[config.mk]
export PLATFORM = sky130hd
export DESIGN_NAME = axis_operand_tx
export DESIGN_NICKNAME = d
export VERILOG_FILES = /design/src/rtl/adder_pkg.sv /design/src/rtl/axis_sync_fifo.sv /design/src/rtl/axis_operand_tx.sv
export SDC_FILE = /design/constraint.sdc
export NUM_CORES = 1
export LEC_CHECK = 0
export CORE_MARGIN = 1
export CORE_UTILIZATION = 30
export CTS_CLUSTER_SIZE = 30
export DETAILED_ROUTE_END_ITERATION = 8
export GPL_ROUTABILITY_DRIVEN = 0
export MAX_ROUTING_LAYER = met4
export SYNTH_ARGS = -nofsm -noshare
export SYNTH_HDL_FRONTEND = slang
export SYNTH_SLANG_ARGS = --single-unit
[constraint.sdc]
create_clock -name clk -period 2.9 [get_ports clk]
set_input_delay 0.87 -clock clk [delete_from_list [all_inputs] [get_ports clk]]
set_output_delay 0.87 -clock clk [all_outputs]
set_load 0.01 [all_outputs]
[src/rtl/adder_pkg.sv]
// Shared adder-side definitions: default operand width, tdata packing offsets
// and pointer-width derivation.
package adder_pkg;

    localparam int ADDER_WIDTH = 4;
    localparam int D1_OFFSET   = 0;

    // data2 sits directly above data1 in the packed beat
    function automatic int d2_offset(input int width);
        return width;
    endfunction

    function automatic int ptr_width(input int entries);
        return (entries > 1) ? $clog2(entries) : 1;
    endfunction

endpackage

[src/rtl/axis_sync_fifo.sv]
// Single-clock FIFO for packed operand pairs; head entry is visible on data_o
// whenever the FIFO is non-empty.
module axis_sync_fifo
    import adder_pkg::*;
#(
    parameter int DW    = 8,
    parameter int DEPTH = 4
) (
    input  logic          clk,
    input  logic          rst_n,
    input  logic          push_i,
    input  logic          pop_i,
    input  logic [DW-1:0] data_i,
    output logic [DW-1:0] data_o,
    output logic          full_o,
    output logic          empty_o
);

    localparam int AW = ptr_width(DEPTH);

    logic [DW-1:0] mem_q [DEPTH];
    logic [AW-1:0] wr_ptr_q, wr_ptr_d;
    logic [AW-1:0] rd_ptr_q, rd_ptr_d;
    logic [AW:0]   count_q, count_d;
    logic          do_push_s, do_pop_s;

    assign full_o    = (count_q == (AW+1)'(DEPTH));
    assign empty_o   = (count_q == '0);
    assign do_push_s = push_i & ~full_o;
    assign do_pop_s  = pop_i & ~empty_o;
    assign data_o    = mem_q[rd_ptr_q];

    // Next-state for pointers and occupancy; DEPTH is a power of two so the
    // pointers wrap by natural overflow.
    always_comb begin
        wr_ptr_d = wr_ptr_q;
        rd_ptr_d = rd_ptr_q;
        count_d  = count_q;
        if (do_push_s) begin
            wr_ptr_d = wr_ptr_q + AW'(1);
        end else begin
            wr_ptr_d = wr_ptr_q;
        end
        if (do_pop_s) begin
            rd_ptr_d = rd_ptr_q + AW'(1);
        end else begin
            rd_ptr_d = rd_ptr_q;
        end
        case ({do_push_s, do_pop_s})
            2'b10:   count_d = count_q + (AW+1)'(1);
            2'b01:   count_d = count_q - (AW+1)'(1);
            default: count_d = count_q;
        endcase
    end

    // State registers and storage array.
    always_ff @(posedge clk or negedge rst_n) begin
        if (!rst_n) begin
            wr_ptr_q <= '0;
            rd_ptr_q <= '0;
            count_q  <= '0;
            for (int i = 0; i < DEPTH; i++) begin
                mem_q[i] <= '0;
            end
        end else begin
            wr_ptr_q <= wr_ptr_d;
            rd_ptr_q <= rd_ptr_d;
            count_q  <= count_d;
            if (do_push_s) begin
                mem_q[wr_ptr_q] <= data_i;
            end
        end
    end

endmodule

[src/rtl/axis_operand_tx.sv]
// Operand-pair buffer feeding an AXI-Stream adder input with sticky overflow.
// Define AXIS_OPERAND_TX_TLAST_EN to generate tlast every PKT_LEN beats.
module axis_operand_tx
    import adder_pkg::*;
#(
    parameter int WIDTH   = ADDER_WIDTH,
    parameter int DEPTH   = 4,
    parameter int PKT_LEN = 8
) (
    input  logic               clk,
    input  logic               reset,
    input  logic               valid_i,
    input  logic [WIDTH-1:0]   data1_i,
    input  logic [WIDTH-1:0]   data2_i,
    output logic               ready_o,
    output logic               overflow_o,
    output logic               m_axis_tvalid,
    input  logic               m_axis_tready,
    output logic [2*WIDTH-1:0] m_axis_tdata,
    output logic               m_axis_tlast
);

    localparam int DW     = 2 * WIDTH;
    localparam int D2_OFF = d2_offset(WIDTH);

    logic [DW-1:0] pair_s;
    logic          full_s, empty_s, push_s;
    logic          run_q, overflow_q;

    assign pair_s[D1_OFFSET +: WIDTH] = data1_i;
    assign pair_s[D2_OFF +: WIDTH]    = data2_i;

    // run_q keeps ready low for the whole reset and raises it on the first edge after
    assign ready_o       = run_q & ~full_s;
    assign push_s        = valid_i & ready_o;
    assign m_axis_tvalid = ~empty_s;
    assign overflow_o    = overflow_q;

    axis_sync_fifo #(
        .DW    (DW),
        .DEPTH (DEPTH)
    ) u_fifo (
        .clk     (clk),
        .rst_n   (reset),
        .push_i  (push_s),
        .pop_i   (m_axis_tready),
        .data_i  (pair_s),
        .data_o  (m_axis_tdata),
        .full_o  (full_s),
        .empty_o (empty_s)
    );

    // Ready enable and sticky overflow flag.
    always_ff @(posedge clk or negedge reset) begin
        if (!reset) begin
            run_q      <= 1'b0;
            overflow_q <= 1'b0;
        end else begin
            run_q <= 1'b1;
            if (valid_i && !ready_o) begin
                overflow_q <= 1'b1;
            end else begin
                overflow_q <= overflow_q;
            end
        end
    end

`ifdef AXIS_OPERAND_TX_TLAST_EN
    localparam int CW = ptr_width(PKT_LEN);

    logic [CW-1:0] beat_cnt_q, beat_cnt_d;
    logic          beat_s;

    assign beat_s       = m_axis_tvalid & m_axis_tready;
    assign m_axis_tlast = m_axis_tvalid & (beat_cnt_q == CW'(PKT_LEN - 1));

    // Beat counter wraps after the last beat of a packet.
    always_comb begin
        beat_cnt_d = beat_cnt_q;
        if (beat_s) begin
            if (beat_cnt_q == CW'(PKT_LEN - 1)) begin
                beat_cnt_d = '0;
            end else begin
                beat_cnt_d = beat_cnt_q + CW'(1);
            end
        end else begin
            beat_cnt_d = beat_cnt_q;
        end
    end

    // Beat counter register.
    always_ff @(posedge clk or negedge reset) begin
        if (!reset) begin
            beat_cnt_q <= '0;
        end else begin
            beat_cnt_q <= beat_cnt_d;
        end
    end
`else
    assign m_axis_tlast = 1'b0;
`endif

endmodule

Word-level counts from Yosys, hierarchy flattened
Cells that the tools add are included.
{"block": "word_totals", "reg_bits": 41, "latch_bits": 0, "ramBits": 0, "mem_bits_ro": 0, "output_inout_bits": 12, "wordCells": 39, "memories": 0}
{"block": "classes", "add_sub_neg": 4, "mul": 0, "div_mod_pow": 0, "order_cmp": 3, "n_eq_ne": 3, "n_shift": 0, "n_mux": 7, "n_bitwise": 8, "n_reduce_logical": 5}
{"operator": "$bwmux 32", "count": 1}
{"operator": "$mux 8", "count": 3}
{"operator": "$bmux 8 s2", "count": 1}
{"operator": "$demux 8 s2", "count": 1}
{"operator": "$ge 3x3->1 const B", "count": 2}
{"operator": "$not 2->3", "count": 2}
{"operator": "$pmux 3 s2", "count": 1}
{"operator": "$add 2x1->2 const B", "count": 2}
{"operator": "$and 1x1->1", "count": 4}
{"operator": "$add 3x1->3 const B", "count": 1}
{"operator": "$eq 3x3->1 const B", "count": 1}
{"operator": "$logic_not 3->1", "count": 1}
{"operator": "$lt 3x1->1 const B", "count": 1}
{"operator": "$sub 3x1->3 const B", "count": 1}
{"operator": "$eq 2x1->1 const B", "count": 1}
{"operator": "$eq 2x2->1 const B", "count": 1}
{"operator": "$logic_and 1x1->1", "count": 2}
{"operator": "$not 1->1", "count": 2}
{"operator": "$reduce_bool 2->1", "count": 1}
{"operator": "$logic_not 1->1", "count": 1}

Logic depth before layout (Yosys ltp)
Gate-level depths: netlist of the first run.
{"block": "logic_depth", "depth_word": 7, "mapped_depth": 9}

Modules after synthesis
Synthesis of the first run repeated with hierarchy kept, for this count alone.
{"block": "unflattened", "hier_cells": 124, "area_unflattened_um2": 1884.3}
{"module": "axis_sync_fifo", "n_inst": 1, "cells_per_inst": 114, "area_per_inst_um2": 1784.2, "seq_area_each_um2": 975.9}
{"module": "axis_operand_tx", "n_inst": 1, "cells_per_inst": 10, "area_per_inst_um2": 100.1, "seq_area_each_um2": 50.0}

Worst setup path after synthesis of the first run
No wires, ideal clock.
{"block": "synth_timing", "path_type": "input to register", "start": "in valid_i", "end": "reg u_fifo.count_q[2]", "arrival_ns": 2.292, "slack_ns": 0.528, "stages": 9, "n_path_buf": 0, "path_cell_list": "nand2_1 > nor2_1 > inv_1 > ha_1 > inv_1 > fa_1 > xor2_1 > nor2_1 > xor2_1"}
{"block": "synth_between", "elab_chain_cells": 4, "elab_cells_between_ends": 6, "cone_classes": "eq/ne (2); mux (1); bitwise (2); reduce/logical (1)"}
{"element": "start: declaration", "line_no": "axis_operand_tx.sv:12", "source": "input logic valid_i,"}
{"element": "$and 1x1->1 (*)", "line_no": "axis_operand_tx.sv:35", "source": "assign push_s = valid_i & ready_o;"}
{"element": "$and 1x1->1 (*)", "line_no": "axis_sync_fifo.sv:29", "source": "assign do_push_s = push_i & ~full_o;"}
{"element": "$eq 2x1->1 or $eq 2x2->1 (tied branches)", "line_no": "axis_sync_fifo.sv:49", "source": "case ({do_push_s, do_pop_s})"}
{"element": "$pmux 3 s2 or $reduce_bool 2->1 (tied branches)"}
{"element": "end signal: assignment", "line_no": "axis_sync_fifo.sv:68", "source": "count_q <= count_d;"}
{"element": "end: declaration", "line_no": "axis_sync_fifo.sv:24", "source": "logic [AW:0] count_q, count_d;"}
Mark *: on every way between the ends. The rest lies on a longest branch, timed or not.
A chain may end at the register's enable or synchronous reset.

Worst setup path in the final report of the first run
{"block": "layout_timing", "start": "reg u_fifo.rd_ptr_q[0]", "end": "out m_axis_tdata[6]"}
{"block": "layout_between", "elab_chain_cells": 4}
{"element": "start: declaration", "line_no": "axis_sync_fifo.sv:23", "source": "logic [AW-1:0] rd_ptr_q, rd_ptr_d;"}
{"element": "start signal: assignment", "line_no": "axis_sync_fifo.sv:67", "source": "rd_ptr_q <= rd_ptr_d;"}
{"element": "$not 2->3 (implied by the code)", "line_no": "axis_sync_fifo.sv:31", "source": "assign data_o = mem_q[rd_ptr_q];"}
{"element": "$bmux 8 s2", "line_no": "axis_sync_fifo.sv:31"}
{"element": "$mux 8 (implied by the code) (2 in series)", "line_no": "axis_sync_fifo.sv:31"}
{"element": "end: declaration", "line_no": "axis_operand_tx.sv:19", "source": "output logic [2*WIDTH-1:0] m_axis_tdata,"}
No other way between the ends. The select of a mux whose other input is x is not followed.

==> run summary, run 1 <==
status: complete, no violations
most frequent cells in the layout: dfrtp_1 (41), mux2_2 (32), clkdlybuf4s50_1 (21)
CP Cell Sequence: buf_4 > mux4_2 > clkdlybuf4s50_1
Leak Pwr: 0.001013 uW
crit path launch type: register
r2r setup slk: 0.71 ns
antenna violations before repair: 0
Min-Delay Path Class: reg -> reg
DR vias/cell: 4.661
Slew Viols, Final: 0
metal2 WL: 1680 um
most common cell after layout, fill and taps aside: dfrtp_1
Layout area overhead: 25.56%
ant diodes: 0
FP Rows: 28
min cycle time layout: 2.681 ns
Design Power: 2649 uW
total I/O pin count: 24
R2R cell count: 10
Critical R2R Capture: u_fifo.count_q[2]
Initial Util: 0.3169
total clock sinks: 41
Syn Inst Count: 121
setup TNS: 0 ns
share of cells above drive strength 1: 0.4051
Slowest-stage cell, CP: mux4_2
Setup CP Type: reg -> out
pwr dens: 1105 nW/um^2
worst setup path end: m_axis_tdata[6]
post-CTS setup buffers: 0
DR WL met3: 146 um
Worst Path Max Fanout: 5
H-tree Lvls: 2
Synth Area per Inst: 15.78 sq um
Post-Syn Area: 1909 sq um
DPL Wire Length: 2540 um
post-route ant nets: 0
CTS tree: yes
DRC: 0
final worst path period share: 0.9246
worst vdd ir: 477.0 uV
critical path's largest stage delay: 0.52 ns
drt total wl: 3448 um
die height: 81.78 um
post_cts resized: 0
final number of hold-violating endpoints: 0
nets@finish: 175
Clock Skew: 0.006969 ns
Mapped Nets: 139
Final setup viols: 0
DR top layer: met4
max-cap viol count: 0
vias in the first global route: 1,216
# hold bufs at CTS: 0
Clk Tree Root Cell: clkbuf_8
die area: 6687 sq um
worst relative slew slack: 0.4171
reg-to-reg startpoint: u_fifo.count_q[0]
Num CTS Buffers: 5
wire length per cell: 14.80 um
WHS Path Cells: 1
Pre-antenna DRT Iters: 4
Seq cells post-synth: 41
port bufs: 22
pin count of the biggest net entering global routing: 42
Worst path depth: 3
CP Data Required Time: 2.03 ns
unrepaired setup endpoints after global routing: no
CP bufs+invs: 2
f_max: 373.0 MHz
Critical Path Start: u_fifo.rd_ptr_q[0]
Crit. End Element: primary output
core area: 6026 sq um
sequential area share after synthesis: 0.5374
Filler cells: 579
post-synth cell types: 21
Syn. warnings: 0
Die Span X: 81.78 um
Slew @ Worst Pin: 0.8743 ns
gr usage total: 0.1241
Reg clk slew, reported paths: 0.07 ns
Detailed Route Iter0 Violations: 82
Worst EP arrival: 1.81 ns
Vias: 1,086
first-pass GRT wire length: 5865 um
clock latency on the worst-skew pair: 0.29 ns
WL met1: 1578 um
Longest Clk Path Bufs: 2
GR Overflow Total: 0
Top delay family on crit path: buffers and inverters
-- cell type report --
class / instances / area, sq um / share of cell area
clock buffers: 6 / 82.58 / 0.03445
clock inverters: 2 / 37.54 / 0.01566
inverters: 7 / 26.28 / 0.01096
multi-input cells: 70 / 840.8 / 0.3507
flip-flops and latches: 41 / 1026 / 0.4280
well taps: 75 / 93.84 / 0.03914
repair buffers: 32 / 290.3 / 0.1211
-- worst min path at each step --
stage                          start                to  slack [ns]
global route              overflow_o        overflow_o        0.49
finish                    overflow_o        overflow_o        0.46
floorplan           u_fifo.mem_q[10]  u_fifo.mem_q[10]        0.48
CTS                       overflow_o        overflow_o        0.47
global placement          overflow_o        overflow_o        0.44
detailed placement        overflow_o        overflow_o        0.45
-- flip-flops by register name, summed over array words and instances, names as in the netlist --
name,flops
u_fifo.wr_ptr_q,2
u_fifo.rd_ptr_q,2
u_fifo.count_q,3
overflow_o,1
run_q,1
u_fifo.mem_q,32
-- logic make-up (layout without fill, tap and decap cells) --
group,count (synthesis),after routing,share of synthesized area
adders and majority gates,6,6,0.04325
buffers and inverters,10,47,0.02228
and+or+nand+nor,12,12,0.06554
AOI/OAI and AO/OA,3,3,0.01180
DFF,41,41,0.5374
muxes,41,41,0.2883
other,2,2,0.003933
xor gates and xnor gates,6,6,0.02753
-- per-stage QoR --
stage | cells | instance area (sq um) | hold WS, ns | setup WS [ns] | util
3_5_place_dp | 225 | 2277 | 0.4518 | 0.1546 | 0.3779
6_report | 233 | 2397 | 0.4644 | 0.2187 | 0.3978
4_1_cts | 233 | 2397 | 0.4690 | 0.1888 | 0.3978
5_1_grt | 233 | 2397 | 0.4946 | 0.1146 | 0.3978
2_1_floorplan | 121 | 1909 | 0.4752 | 0.5285 | -
3_3_place_gp | 225 | 2277 | 0.4447 | 0.2959 | 0.3779
-- per-layer routing --
layer | up-vias | GRT usage
li1 | 496 | -
met1 | 560 | 0.1585
met2 | 24 | 0.1884
met3 | 6 | 0.03333
met4 | 0 | 0.04561
met5 | - | -
-- synthesized netlist by cell type (all sizes together) --
cell / count / share of area
buf: 3 / 0.0085
fa: 1 / 0.010
o31a: 1 / 0.0046
mux2: 32 / 0.19
nand2: 3 / 0.0059
inv: 7 / 0.014
nand2b: 1 / 0.0033
or3: 1 / 0.0033
ha: 5 / 0.033
mux2i: 1 / 0.0052
nor3b: 5 / 0.049
xnor2: 3 / 0.014
a21o: 1 / 0.0039
dfrtp: 41 / 0.54
conb: 2 / 0.0039
mux4: 8 / 0.094
nor2: 2 / 0.0039
o22ai: 1 / 0.0033
xor2: 3 / 0.014
-- power by group --
group          internal, uW  total [uW]  leakage [uW]  switching, uW
combinational           737        1150      0.000467            409
sequential              849        1040      0.000488            187
clock                   280         467     0.0000574            187
No activity file was read; power rests on OpenSTA's default activity.
==> inputs of run 2 (changes only) <==
- SKIP_CTS_REPAIR_TIMING: default -> 1
==> results of run 2 <==
The final DEF is identical to that of run 1; final timing and power are the same.
